--- config.mk ---
export PLATFORM = sky130hd
export DESIGN_NAME = bidir_pad_arbiter_flat
export DESIGN_NICKNAME = d
export VERILOG_FILES = /design/src/rtl/bidir_pad_arbiter_if.sv /design/src/rtl/bidir_pad_arbiter.sv /design/src/flat_wrapper.sv
export SDC_FILE = /design/constraint.sdc
export NUM_CORES = 1
export LEC_CHECK = 0
export CORE_ASPECT_RATIO = 0.8
export CORE_MARGIN = 3
export CORE_UTILIZATION = 45
export DETAILED_ROUTE_END_ITERATION = 8
export PLACE_DENSITY = 0.81
export SYNTH_ARGS = -nofsm -noshare
export SYNTH_HDL_FRONTEND = slang
export SYNTH_SLANG_ARGS = --single-unit
--- constraint.sdc ---
create_clock -name CLK -period 3.8 [get_ports CLK]
set_input_delay 0.76 -clock CLK [delete_from_list [all_inputs] [get_ports CLK]]
set_output_delay 0.76 -clock CLK [all_outputs]
set_load 0.01 [all_outputs]
--- src/rtl/bidir_pad_arbiter_if.sv ---
// Request/response and pad-bank signals shared by the two local requesters,
// the pad ring and bidir_pad_arbiter.
interface bidir_pad_arbiter_if #(
  parameter int WIDTH = 8
);
  logic             REQ0;
  logic             REQ1;
  logic             WE0;
  logic             WE1;
  logic [WIDTH-1:0] WDATA0;
  logic [WIDTH-1:0] WDATA1;
  logic             ACK0;
  logic             ACK1;
  logic [WIDTH-1:0] RDATA;
  logic [WIDTH-1:0] PAD_I;
  logic             PAD_T;
  logic [WIDTH-1:0] PAD_O;

  modport master (
    output REQ0, REQ1, WE0, WE1, WDATA0, WDATA1, PAD_O,
    input  ACK0, ACK1, RDATA, PAD_I, PAD_T
  );

  modport slave (
    input  REQ0, REQ1, WE0, WE1, WDATA0, WDATA1, PAD_O,
    output ACK0, ACK1, RDATA, PAD_I, PAD_T
  );
endinterface

--- src/rtl/bidir_pad_arbiter.sv ---
// Two-requester arbiter for a bidirectional pad bank: round-robin grant,
// high-Z turnaround on every direction change, registered pad/ack outputs.
module bidir_pad_arbiter #(
  parameter int WIDTH      = 8,
  parameter int TURN_CYC   = 2,
  parameter int SAMPLE_CYC = 2
) (
  input  logic                CLK,
  input  logic                RST_N,
  bidir_pad_arbiter_if.slave  bus
);

  localparam logic [1:0] S_IDLE   = 2'd0;
  localparam logic [1:0] S_TURN   = 2'd1;
  localparam logic [1:0] S_DRIVE  = 2'd2;
  localparam logic [1:0] S_SAMPLE = 2'd3;

  localparam logic [3:0] TURN_LD   = 4'(TURN_CYC - 1);
  localparam logic [3:0] SAMPLE_LD = 4'(SAMPLE_CYC - 1);

  logic [1:0]       r_state;
  logic [3:0]       r_cnt;
  logic             r_last_dir;
  logic             r_ptr;
  logic             r_pad_t;
  logic [WIDTH-1:0] r_pad_i;
  logic             r_ack0;
  logic             r_ack1;
  logic [WIDTH-1:0] r_rdata;
  logic             r_we;
  logic             r_id;
  logic [WIDTH-1:0] r_wdata;

  logic             w_elig0;
  logic             w_elig1;
  logic             w_grant;
  logic             w_gid;
  logic             w_gwe;
  logic [WIDTH-1:0] w_gwdata;
  logic             w_done;
  logic             w_capture;
  logic [1:0]       w_state_nx;
  logic [3:0]       w_cnt_nx;
  logic [WIDTH-1:0] w_drive_data;

  always_comb begin
    // A requester still seeing its own ACK is presenting the next transaction;
    // it waits one cycle so the other requester gets a turn.
    w_elig0      = bus.REQ0 & ~r_ack0;
    w_elig1      = bus.REQ1 & ~r_ack1;
    w_grant      = (r_state == S_IDLE) && (w_elig0 || w_elig1);
    w_gid        = (w_elig0 && w_elig1) ? r_ptr : w_elig1;
    w_gwe        = w_gid ? bus.WE1 : bus.WE0;
    w_gwdata     = w_gid ? bus.WDATA1 : bus.WDATA0;
    w_capture    = (r_state == S_SAMPLE) && (r_cnt == 4'd0);
    w_done       = (r_state == S_DRIVE) || w_capture;
    w_drive_data = (r_state == S_IDLE) ? w_gwdata : r_wdata;
    w_state_nx   = r_state;
    w_cnt_nx     = r_cnt;
    case (r_state)
      S_IDLE: begin
        if (w_grant) begin
          if (w_gwe != r_last_dir) begin
            w_state_nx = S_TURN;
            w_cnt_nx   = TURN_LD;
          end else if (w_gwe) begin
            w_state_nx = S_DRIVE;
          end else begin
            w_state_nx = S_SAMPLE;
            w_cnt_nx   = SAMPLE_LD;
          end
        end
      end
      S_TURN: begin
        if (r_cnt == 4'd0) begin
          if (r_we) begin
            w_state_nx = S_DRIVE;
          end else begin
            w_state_nx = S_SAMPLE;
            w_cnt_nx   = SAMPLE_LD;
          end
        end else begin
          w_cnt_nx = r_cnt - 4'd1;
        end
      end
      S_DRIVE: w_state_nx = S_IDLE;
      S_SAMPLE: begin
        if (r_cnt == 4'd0) w_state_nx = S_IDLE;
        else               w_cnt_nx   = r_cnt - 4'd1;
      end
      default: w_state_nx = S_IDLE;
    endcase
  end

  // Control and registered outputs; PAD_T is derived from the next state so it
  // lines up with the state it describes.
  always_ff @(posedge CLK) begin
    if (!RST_N) begin
      r_state    <= S_IDLE;
      r_cnt      <= 4'd0;
      r_last_dir <= 1'b0;
      r_ptr      <= 1'b0;
      r_pad_t    <= 1'b1;
      r_pad_i    <= '0;
      r_ack0     <= 1'b0;
      r_ack1     <= 1'b0;
      r_rdata    <= '0;
    end else begin
      r_state <= w_state_nx;
      r_cnt   <= w_cnt_nx;
      r_pad_t <= (w_state_nx != S_DRIVE);
      r_ack0  <= w_done & ~r_id;
      r_ack1  <= w_done &  r_id;
      if (w_state_nx == S_DRIVE) r_pad_i <= w_drive_data;
      if (w_capture)             r_rdata <= bus.PAD_O;
      if (r_state == S_DRIVE)    r_last_dir <= 1'b1;
      else if (w_capture)        r_last_dir <= 1'b0;
      if (w_grant)               r_ptr <= ~w_gid;
    end
  end

  // Granted transaction payload
  always_ff @(posedge CLK) begin
    if (w_grant) begin
      r_we    <= w_gwe;
      r_id    <= w_gid;
      r_wdata <= w_gwdata;
    end
  end

  assign bus.PAD_T = r_pad_t;
  assign bus.PAD_I = r_pad_i;
  assign bus.ACK0  = r_ack0;
  assign bus.ACK1  = r_ack1;
  assign bus.RDATA = r_rdata;

endmodule

--- src/flat_wrapper.sv ---
// flat-port wrapper written by rule: the top's interface ports become plain ports
module bidir_pad_arbiter_flat 
#(
  parameter int WIDTH      = 8,
  parameter int TURN_CYC   = 2,
  parameter int SAMPLE_CYC = 2
)
  (CLK, RST_N, bus_REQ0, bus_REQ1, bus_WE0, bus_WE1, bus_WDATA0, bus_WDATA1, bus_PAD_O, bus_ACK0, bus_ACK1, bus_RDATA, bus_PAD_I, bus_PAD_T);
  bidir_pad_arbiter_if #(.WIDTH(WIDTH)) bus_i ();
  input  logic CLK;
  input  logic RST_N;
  input wire logic [$bits(bus_i.REQ0)-1:0] bus_REQ0;
  input wire logic [$bits(bus_i.REQ1)-1:0] bus_REQ1;
  input wire logic [$bits(bus_i.WE0)-1:0] bus_WE0;
  input wire logic [$bits(bus_i.WE1)-1:0] bus_WE1;
  input wire logic [$bits(bus_i.WDATA0)-1:0] bus_WDATA0;
  input wire logic [$bits(bus_i.WDATA1)-1:0] bus_WDATA1;
  input wire logic [$bits(bus_i.PAD_O)-1:0] bus_PAD_O;
  output wire logic [$bits(bus_i.ACK0)-1:0] bus_ACK0;
  output wire logic [$bits(bus_i.ACK1)-1:0] bus_ACK1;
  output wire logic [$bits(bus_i.RDATA)-1:0] bus_RDATA;
  output wire logic [$bits(bus_i.PAD_I)-1:0] bus_PAD_I;
  output wire logic [$bits(bus_i.PAD_T)-1:0] bus_PAD_T;
  assign bus_i.REQ0 = bus_REQ0;
  assign bus_i.REQ1 = bus_REQ1;
  assign bus_i.WE0 = bus_WE0;
  assign bus_i.WE1 = bus_WE1;
  assign bus_i.WDATA0 = bus_WDATA0;
  assign bus_i.WDATA1 = bus_WDATA1;
  assign bus_i.PAD_O = bus_PAD_O;
  assign bus_ACK0 = bus_i.ACK0;
  assign bus_ACK1 = bus_i.ACK1;
  assign bus_RDATA = bus_i.RDATA;
  assign bus_PAD_I = bus_i.PAD_I;
  assign bus_PAD_T = bus_i.PAD_T;
  bidir_pad_arbiter #(.WIDTH(WIDTH), .TURN_CYC(TURN_CYC), .SAMPLE_CYC(SAMPLE_CYC)) u_core (.CLK(CLK), .RST_N(RST_N), .bus(bus_i));
endmodule
; ---- After elaboration in Yosys (flattened, before gate mapping)
; Cells that the tools add are included.
[totals]
register_bits = 37
in_bits = 30
elab_cells = 61
[op_classes]
add_sub_neg = 1
eq_ne = 10
muxes = 20
n_bitwise = 8
n_reduce_logical = 10
[ops]
columns = cell, count
row1 = 2-to-1 mux 4 bit, 6
row2 = 2-to-1 mux 8 bit, 2
row3 = one-hot mux 4 bit (3 select lines), 1
row4 = 2-to-1 mux 2 bit, 4
row5 = one-hot mux 2 bit (4 select lines), 1
row6 = "== test 2 bit, second input constant", 3
row7 = 2-to-1 mux 1 bit, 6
row8 = "!= test 3 bit, second input constant", 2
row9 = AND reduction 5 bit, 1
row10 = bitwise AND 1 bit, 4
row11 = logical NOT 4 bit, 1
row12 = "!= test 2 bit, second input constant", 2
row13 = inverter 1 bit, 4
row14 = "subtractor 4 x 1 -> 4 bit, second input constant", 1
row15 = logical AND 1 bit, 3
row16 = nonzero test 3 bit, 1
row17 = "== test 2 x 1 -> 1 bit, second input constant", 1
row18 = logical NOT 2 bit, 1
row19 = logical OR 1 bit, 2
row20 = "!= test 2 x 1 -> 1 bit, second input constant", 1
row21 = nonzero test 2 bit, 1
row22 = != test 1 bit, 1

; ---- Longest topological paths before layout
; Gate-level depths: netlist (run 1).
[logic_depth]
ltp_word = 10
depth_mapped = 10
mapped_depth_nobuf = 9

; ---- Worst setup path after synthesis (run 1)
; No wires, ideal clock.
[synth_timing]
kind = in2reg
from = input port bus_REQ0
to = register u_core.r_pad_i[0], in the netlist u_core.bus.PAD_I[0]
setup_time_ns = 0.117
arrival_ns = 2.715
setup_slack_ns = 0.968
stages = 10
cell_sequence = nor3b_2 > nor2_2 > buf_6 > mux2_2 > ha_1 > nor3_1 > a32oi_1 > and2_1 > buf_2 > a22o_1
[synth_via]
elab_chain_len = 9
[synth_rtl]
columns = element, line
row1 = from (decl), flat_wrapper.sv:12  ; input wire logic [$bits(bus_i.REQ0)-1:0] bus_REQ0;
row2 = bitwise AND 1 bit *, bidir_pad_arbiter.sv:49  ; w_elig0 = bus.REQ0 & ~r_ack0;
row3 = logical AND 1 bit *, bidir_pad_arbiter.sv:52  ; w_gid = (w_elig0 && w_elig1) ? r_ptr : w_elig1;
row4 = 2-to-1 mux 1 bit *, bidir_pad_arbiter.sv:52
row5 = net u_core.w_gid, bidir_pad_arbiter.sv:37  ; logic w_gid;
row6 = 2-to-1 mux 1 bit *, bidir_pad_arbiter.sv:53  ; w_gwe = w_gid ? bus.WE1 : bus.WE0;
row7 = net u_core.w_gwe, bidir_pad_arbiter.sv:38  ; logic w_gwe;
row8 = 2-to-1 mux 1 bit / != test 1 bit (equally long branches), "bidir_pad_arbiter.sv:66, bidir_pad_arbiter.sv:63"
row9 = 2-to-1 mux 2 bit *, bidir_pad_arbiter.sv:63  ; if (w_gwe != r_last_dir) begin
row10 = 2-to-1 mux 2 bit *, bidir_pad_arbiter.sv:62  ; if (w_grant) begin
row11 = one-hot mux 2 bit (4 select lines) *, bidir_pad_arbiter.sv:60  ; case (r_state)
row12 = == test 2 bit *, bidir_pad_arbiter.sv:114  ; if (w_state_nx == S_DRIVE) r_pad_i <= w_drive_data;
row13 = to (signal assigned), bidir_pad_arbiter.sv:114
row14 = to (decl), bidir_pad_arbiter.sv:26  ; logic [WIDTH-1:0] r_pad_i;
; Mark *: on every way through the listed nets, which the timed path passes. The rest lies on a longest branch.
; A chain may end at the register's enable or synchronous reset.

; ---- Worst setup path after layout (run 1)
[layout_timing]
from = input port bus_REQ1
to = register u_core.r_pad_i[6], in the netlist u_core.bus.PAD_I[6]
[layout_via]
elab_chain_len = 9
[layout_rtl]
columns = element, line
row1 = from (decl), flat_wrapper.sv:13  ; input wire logic [$bits(bus_i.REQ1)-1:0] bus_REQ1;
row2 = bitwise AND 1 bit *, bidir_pad_arbiter.sv:50  ; w_elig1 = bus.REQ1 & ~r_ack1;
row3 = logical AND 1 bit, bidir_pad_arbiter.sv:52
row4 = 2-to-1 mux 1 bit *, bidir_pad_arbiter.sv:52
row5 = 2-to-1 mux 1 bit *, bidir_pad_arbiter.sv:53
row6 = net u_core.w_gwe, bidir_pad_arbiter.sv:38
row7 = 2-to-1 mux 1 bit / != test 1 bit (equally long branches), "bidir_pad_arbiter.sv:66, bidir_pad_arbiter.sv:63"
row8 = 2-to-1 mux 2 bit *, bidir_pad_arbiter.sv:63
row9 = 2-to-1 mux 2 bit *, bidir_pad_arbiter.sv:62
row10 = one-hot mux 2 bit (4 select lines) *, bidir_pad_arbiter.sv:60
row11 = == test 2 bit *, bidir_pad_arbiter.sv:114
; Marked as above.

==> results of run 1 <==
==> registers in the layout, indices dropped and copies added, names as in the netlist <==
signal / cells
u_core.bus.ACK0: 1
u_core.bus.ACK1: 1
u_core.bus.PAD_I: 8
u_core.bus.PAD_T: 1
u_core.bus.RDATA: 8
u_core.r_cnt: 4
u_core.r_id: 1
u_core.r_last_dir: 1
u_core.r_ptr: 1
u_core.r_state: 2
u_core.r_wdata: 8
u_core.r_we: 1
==> layer usage <==
layer / track usage / part of all wire
met1: 0.2358 / 0.46
met2: 0.2717 / 0.49
met3: 0.05546 / 0.041
met4: 0.05584 / 0.0066
met5: 0 / 0
==> power breakdown <==
part | switching (uW) | internal [uW] | leakage [uW]
Combinational | 319 | 329 | 0.000561
Clock | 138 | 194 | 0.0000561
Sequential | 86.3 | 531 | 0.000317
Total | 543 | 1050 | 0.000934
==> stage by stage <==
| stage | cells | hold slack, ns | cell area, um^2 |
|---|---|---|---|
| after global routing | 237 | 0.4718 | 2312 |
| after detailed placement | 229 | 0.4300 | 2203 |
| after floorplan | 145 | 0.4101 | 1708 |
| after global placement | 229 | 0.4278 | 2203 |
| final | 237 | 0.4408 | 2312 |
| after CTS | 237 | 0.4433 | 2312 |
==> worst min path at each step <==
stage,endpoint,depth (start not counted),start
detailed placement,u_core.bus.ACK0,1,u_core.r_id
global route,u_core.bus.ACK0,1,u_core.r_id
global placement,u_core.bus.ACK0,1,u_core.r_id
CTS,u_core.bus.ACK0,1,u_core.r_id
floorplan,u_core.bus.ACK0,1,u_core.r_id
finish,u_core.bus.ACK0,1,u_core.r_id
==> cells by family (layout without fill, tap and decap cells) <==
kind of cell | Yosys count | after routing
simple gates | 39 | 39
fa+ha+maj | 3 | 3
xor+xnor | 1 | 1
mux | 26 | 26
compound gates | 26 | 26
flops | 37 | 37
buf+inv | 13 | 63
==> cell usage after synthesis, drive strengths merged <==
library cell | count | share of area
a21o | 1 | 0.0044
a21oi | 1 | 0.0029
a221oi | 1 | 0.015
a22o | 9 | 0.046
a31o | 3 | 0.015
a31oi | 1 | 0.0037
a32oi | 1 | 0.0051
and2 | 5 | 0.018
buf | 5 | 0.022
clkbuf | 2 | 0.0044
dfxtp | 27 | 0.32
edfxtp | 10 | 0.18
ha | 3 | 0.022
inv | 6 | 0.013
mux2 | 17 | 0.13
mux2i | 9 | 0.053
nand2 | 5 | 0.012
nand2b | 2 | 0.0073
nand3 | 2 | 0.0059
nand3b | 1 | 0.0044
nor2 | 8 | 0.023
nor2b | 10 | 0.037
nor3 | 2 | 0.0059
nor3b | 2 | 0.015
nor4bb | 1 | 0.0059
o211a | 1 | 0.0059
o21ai | 7 | 0.021
o22ai | 1 | 0.0037
or3b | 1 | 0.0051
xnor2 | 1 | 0.0051
==> area by class of cell <==
cell class / instances / area [um^2]
repair buffers: 49 / 488.0
well taps: 42 / 52.55
fillers: 263 / 1230
clock inverters: 3 / 40.04
multi-input cells: 95 / 799.5
inverters: 6 / 22.52
flip-flops and latches: 37 / 840.8
clock buffers: 5 / 68.82
==> key figures, run 1 <==
Drt
  • Via count: between 1000 and 1500
  • 1st-pass router iterations: 4
  • First DRT Iteration DRCs: 57
  • WL/cell: between 15 and 20 um
  • Vias/cell: roughly 5.3
  • Residual DRC: 0
  • Final ANT Viol Nets: 0
  • DRT Wirelength: roughly 3800 um

Synthesis
  • Mux share of post-synthesis cell area: 0.1780
  • Avg Inst Size Synth: 11.78 um^2
  • Combinational family with the most area after synthesis: multiplexers
  • Synth warnings: 0
  • Post-Synth Adder-Cell Area: 0.02198
  • Synth Net Count: 178
  • Synth Area in Simple Gates: 0.1399
  • Synthesized flop and latch total: 37
  • Cell area after synthesis: 0.001708 mm^2
  • Sequential share of the synthesized area: 0.4923
  • XOR/XNOR Fraction of Synth Area: 0.005128
  • Unique cell type count in the Yosys netlist: 37
  • Complex-gate fraction of the synthesized area: 0.1231
  • Cells after synthesis: around 150

Timing
  • Setup repair after global routing missed its margin: false
  • Setup TNS: 0 ns
  • Slew Limit Fails: 0
  • Period minus WS final: ~3.1 ns
  • Worst rel slew slack: 0.5635
  • Actual slew at the worst max-slew pin: around 0.65 ns
  • Final setup viols: 0
  • Final Skew: 0.001912 ns
  • Final Hold Violating Endpoints: 0
  • Max frequency: around 0.32 GHz
  • Worst setup margin: 0.6643 ns
  • Period utilization: 0.8252

Floorplan
  • Core area: about 0.0035 mm^2
  • # rows: 19
  • Die Area: about 0.0046 mm^2
  • I/O pins: 49
  • Die X: ~75 um
  • Starting density of the core: 0.4822
  • Die Y-Extent: roughly 60 um

Setup path
  • R2r setup slk: 1.21 ns
  • RR Startpoint: u_core.bus.ACK1
  • CP endpoint: u_core.bus.PAD_I[6]
  • Worst Setup SP: bus_REQ1
  • Crit path buf inv count: 1
  • Slowest CP cell: nor2b_1
  • CP max stage delay: about 0.54 ns
  • Endpoint class of the critical path: register
  • R2R cell count: 8
  • Crit path depth: 9
  • Crit path kind: input pin to register
  • Worst path top cell family by delay: simple AND/OR/NAND/NOR gates
  • R2R Path End: u_core.bus.PAD_I[6]
  • Crit-path cells: clkdlybuf4s50_1 > nand2b_1 > nor2_2 > mux2_2 > ha_1 > nor3_1 > a32oi_1 > nor2b_1 > a22o_1
  • CP Max Fanout: 9
  • Critical Path RT: 4.03 ns
  • Arrival @ worst endpoint: 3.37 ns
  • Critical Path Source Type: input pin

Clocking
  • Clock root buffer master: clkbuf_8
  • CTS Buf Count: 5
  • # resized after CTS: 0
  • TritonCTS clock tree: built
  • H-tree depth: 2
  • Max clock buf depth: 2
  • Clock transition at path regs: around 0.070 ns
  • Clock sink count: 37
  • Clk_lat worst skew: a little under 0.3 ns
  • Hold-fix buffers, CTS: 0
  • Setup bufs post-CTS: 0

Placed design
  • I/O Buffers: 48
  • Dpl hpwl: roughly 2800 um
  • Final Wtd Congestion: 0.7755
  • Setup Slack @ Placement: 0.3978 ns

Run
  • Max-cap violations: 0

Pwr
  • Tot Pwr: 1597 uW
  • Leak: 0.0009340 uW
  • Pwr/cell area: 690.5 mW/mm^2
  • VDD IR max: 0.3252 mV

Global route
  • First-pass GRT wire length: about 5900 um
  • GRT Total Usage: 0.1757
  • Largest net degree at the start of global routing: 22
  • Global route total overflow: 0
  • Vias in the first global route: ~1300
  • Initial antenna violation count: 0

Final layout
  • N_diodes: 0
  • Commonest non-fill, non-tap cells in the layout: clkdlybuf4s50_1, dfxtp_1, mux2_2
  • Final #Nets: between 200 and 250
  • Most common cell after layout, fill and taps aside: clkdlybuf4s50_1
  • Final core utilization: 0.6528
  • Area growth from synthesis to final layout: 35.38%
  • Share of cells above drive strength 1: 0.1692

Run status
  • Run status: finished, final reports clean

Hold path
  • Hold WC Path Type: register to register
No activity file was read; power rests on OpenSTA's default activity.
==> run 2, diff against run 1 <==
--- a/config.mk
+++ b/config.mk
@@ -7,9 +7,9 @@
 export LEC_CHECK = 0
 export CORE_ASPECT_RATIO = 0.8
 export CORE_MARGIN = 3
-export CORE_UTILIZATION = 45
+export CORE_UTILIZATION = 42
 export DETAILED_ROUTE_END_ITERATION = 8
-export PLACE_DENSITY = 0.81
+export PLACE_DENSITY = 0.8
 export SYNTH_ARGS = -nofsm -noshare
 export SYNTH_HDL_FRONTEND = slang
 export SYNTH_SLANG_ARGS = --single-unit
==> constraint.sdc (replaced) <==
create_clock -name CLK -period 2.7 [get_ports CLK]
set_input_delay 0.54 -clock CLK [delete_from_list [all_inputs] [get_ports CLK]]
set_output_delay 0.54 -clock CLK [all_outputs]
set_load 0.01 [all_outputs]
==> key figures, run 2 (synthesis gave the netlist of run 1 again) <==
Run status
  • Run status: finished, final reports clean

Pwr
  • Leak: 0.0009412 uW (+0.78%)
  • Tot Pwr: 2177 uW (+36%)
  • VDD IR max: 0.4470 mV (+37%)
  • Pwr/cell area: 926.0 mW/mm^2 (+34%)

Timing
  • Max frequency: roughly 0.38 GHz
  • Period utilization: 0.9805
  • Worst rel slew slack: 0.5890 (+0.02548)
  • Period minus WS final: between 2 and 3 ns
  • Final Skew: 0.006245 ns (+0.004333 ns)
  • Final setup viols: 0 (unchanged)
  • Slew Limit Fails: 0 (unchanged)
  • Final Hold Violating Endpoints: 0 (unchanged)
  • Actual slew at the worst max-slew pin: 0.6146 ns (-0.03810 ns)

Clocking
  • Hold-fix buffers, CTS: 0 (unchanged)
  • H-tree depth: 2 (unchanged)
  • Clk_lat worst skew: 0.29 ns (about the same)
  • CTS Buf Count: 5 (unchanged)
  • Max clock buf depth: 2 (unchanged)
  • Clock sink count: 37 (unchanged)
  • Clock root buffer master: clkbuf_8
  • Clock transition at path regs: 0.07 ns (about the same)
  • Setup bufs post-CTS: 0 (unchanged)
  • TritonCTS clock tree: built

Drt
  • First DRT Iteration DRCs: 174 (+210%)
  • WL/cell: 14.54 um (-8.6%)
  • Residual DRC: 0 (unchanged)
  • Via count: 1279 (+1.9%)
  • Vias/cell: 5.035 (-4.9%)
  • Final ANT Viol Nets: 0 (unchanged)
  • DRT Wirelength: 3692 um (-2.1%)
  • 1st-pass router iterations: 4 (unchanged)

Setup path
  • Crit path kind: input pin to register
  • Critical Path Source Type: input pin
  • CP Max Fanout: 4 (-5)
  • Arrival @ worst endpoint: 2.82 ns (-0.55 ns)
  • Crit-path cells: clkdlybuf4s50_1 > nor3b_2 > nor2_2 > mux2_2 > ha_4 > nor3_2 > and2_4 > a221oi_4 > o21ai_1 > a31o_1
  • Endpoint class of the critical path: register
  • CP max stage delay: 0.42 ns (-0.12 ns)
  • Worst path top cell family by delay: compound AO/OA/AOI/OAI gates
  • Crit path buf inv count: 1 (unchanged)
  • Critical Path RT: 2.87 ns (-1.16 ns)
  • Slowest CP cell: clkdlybuf4s50_1

Floorplan
  • Die Y-Extent: 63.04 um (+3.2%)
  • Core area: 0.003854 mm^2 (+8.8%)
  • Starting density of the core: 0.4432 (-0.03898)
  • I/O pins: 49 (unchanged)
  • Die Area: 0.004872 mm^2 (+6.5%)
  • Die X: 77.30 um (+3.2%)
  • # rows: 20 (+1)

Global route
  • Largest net degree at the start of global routing: 22 (unchanged)
  • Vias in the first global route: 1310 (+4.8%)
  • Initial antenna violation count: 0 (unchanged)
  • First-pass GRT wire length: 6127 um (+4.0%)
  • GRT Total Usage: 0.1613 (-0.01439)
  • Global route total overflow: 0 (unchanged)

Final layout
  • N_diodes: 0 (unchanged)
  • Final core utilization: 0.6101 (-0.04271)
  • Final #Nets: 231 (+1.8%)
  • Area growth from synthesis to final layout: 37.66%
  • Commonest non-fill, non-tap cells in the layout: clkdlybuf4s50_1, dfxtp_1, mux2_2
  • Fin area: 0.002351 mm^2 (+1.7%)
  • Most common cell after layout, fill and taps aside: clkdlybuf4s50_1
  • Share of cells above drive strength 1: 0.1960 (+0.02675)

Placed design
  • Post-DP Area: 0.002250 mm^2 (+2.1%)
  • Dpl hpwl: 2747 um (-2.6%)
  • I/O Buffers: 48 (unchanged)
  • Final Wtd Congestion: 0.9121 (+18%)

Run
  • Max-cap violations: 0 (unchanged)

Hold path
  • Hold WC Path Type: register to register
[run 2: cell count changes in the layout (fill, tap and decap cells not counted), sizes merged]
cell    before  now
bufinv       1    0
inv          7    6
buf          1    5
clkbuf       5    7
[run 2: path summary, 6_finish.rpt]
kind / start / endpoint / slack, ns / cells past startpoint
setup / recovery: bus_REQ0 / u_core.r_cnt[3] / 0.05 / 10
hold / removal: u_core.r_id / u_core.bus.ACK0 / 0.45 / 1
setup reg to reg: u_core.bus.ACK1 / u_core.r_cnt[3] / 0.39 / 9
hold reg to reg: u_core.r_id / u_core.bus.ACK0 / 0.45 / 1
[run 2: layer usage]
layer,GRT usage,part of all wire
met5,0,0
met4,0.08000,0.020
met3,0.04179,0.050
met2,0.2629,0.50
met1,0.1970,0.43
[run 2: timing repair]
item | in CTS | in global routing
hold endpoints to repair | 0 | 0
pin swaps | 0 | 1
endpoints found under the setup margin | 7 | 8
gates resized for setup | 1 | 3
[run 2: layout make-up]
class	instances	area, um^2
tap	55	68.82
timing repair buffer	53	518.0
sequential	37	840.8
clock buffer	7	76.32
multi-input combinational	95	820.8
inverter	6	22.52
fill	323	1503
clock inverter	1	3.754
[run 2: per-stage QoR]
stage / worst slack (ns) / cells / hold WS (ns) / setup TNS (ns)
after detailed placement: -0.3081 / 246 / 0.4530 / -3.330
final: 0.05278 / 254 / 0.4491 / 0
after CTS: 0.04772 / 254 / 0.4630 / 0
after floorplan: 0.08800 / 145 / 0.4101 / 0
after global placement: -0.1658 / 246 / 0.4213 / -1.714
after global routing: -0.001581 / 254 / 0.4945 / -0.001581
[run 2: where the power goes]
part / internal [uW] / switching (uW) / leakage, uW
Combinational: 501 / 436 / 0.000584
Sequential: 747 / 132 / 0.000317
Clock: 179 / 180 / 0.0000399
Total: 1430 / 749 / 0.000941
[run 2: worst register-to-register path: stages (launching register included)]
cell	delay, ns
dfxtp_1	0.31
nand2b_1	0.16
nor2_2	0.14
mux2_2	0.38
ha_4	0.28
nor3_2	0.05
and2_4	0.19
a221oi_4	0.32
o21ai_1	0.12
a31o_1	0.24
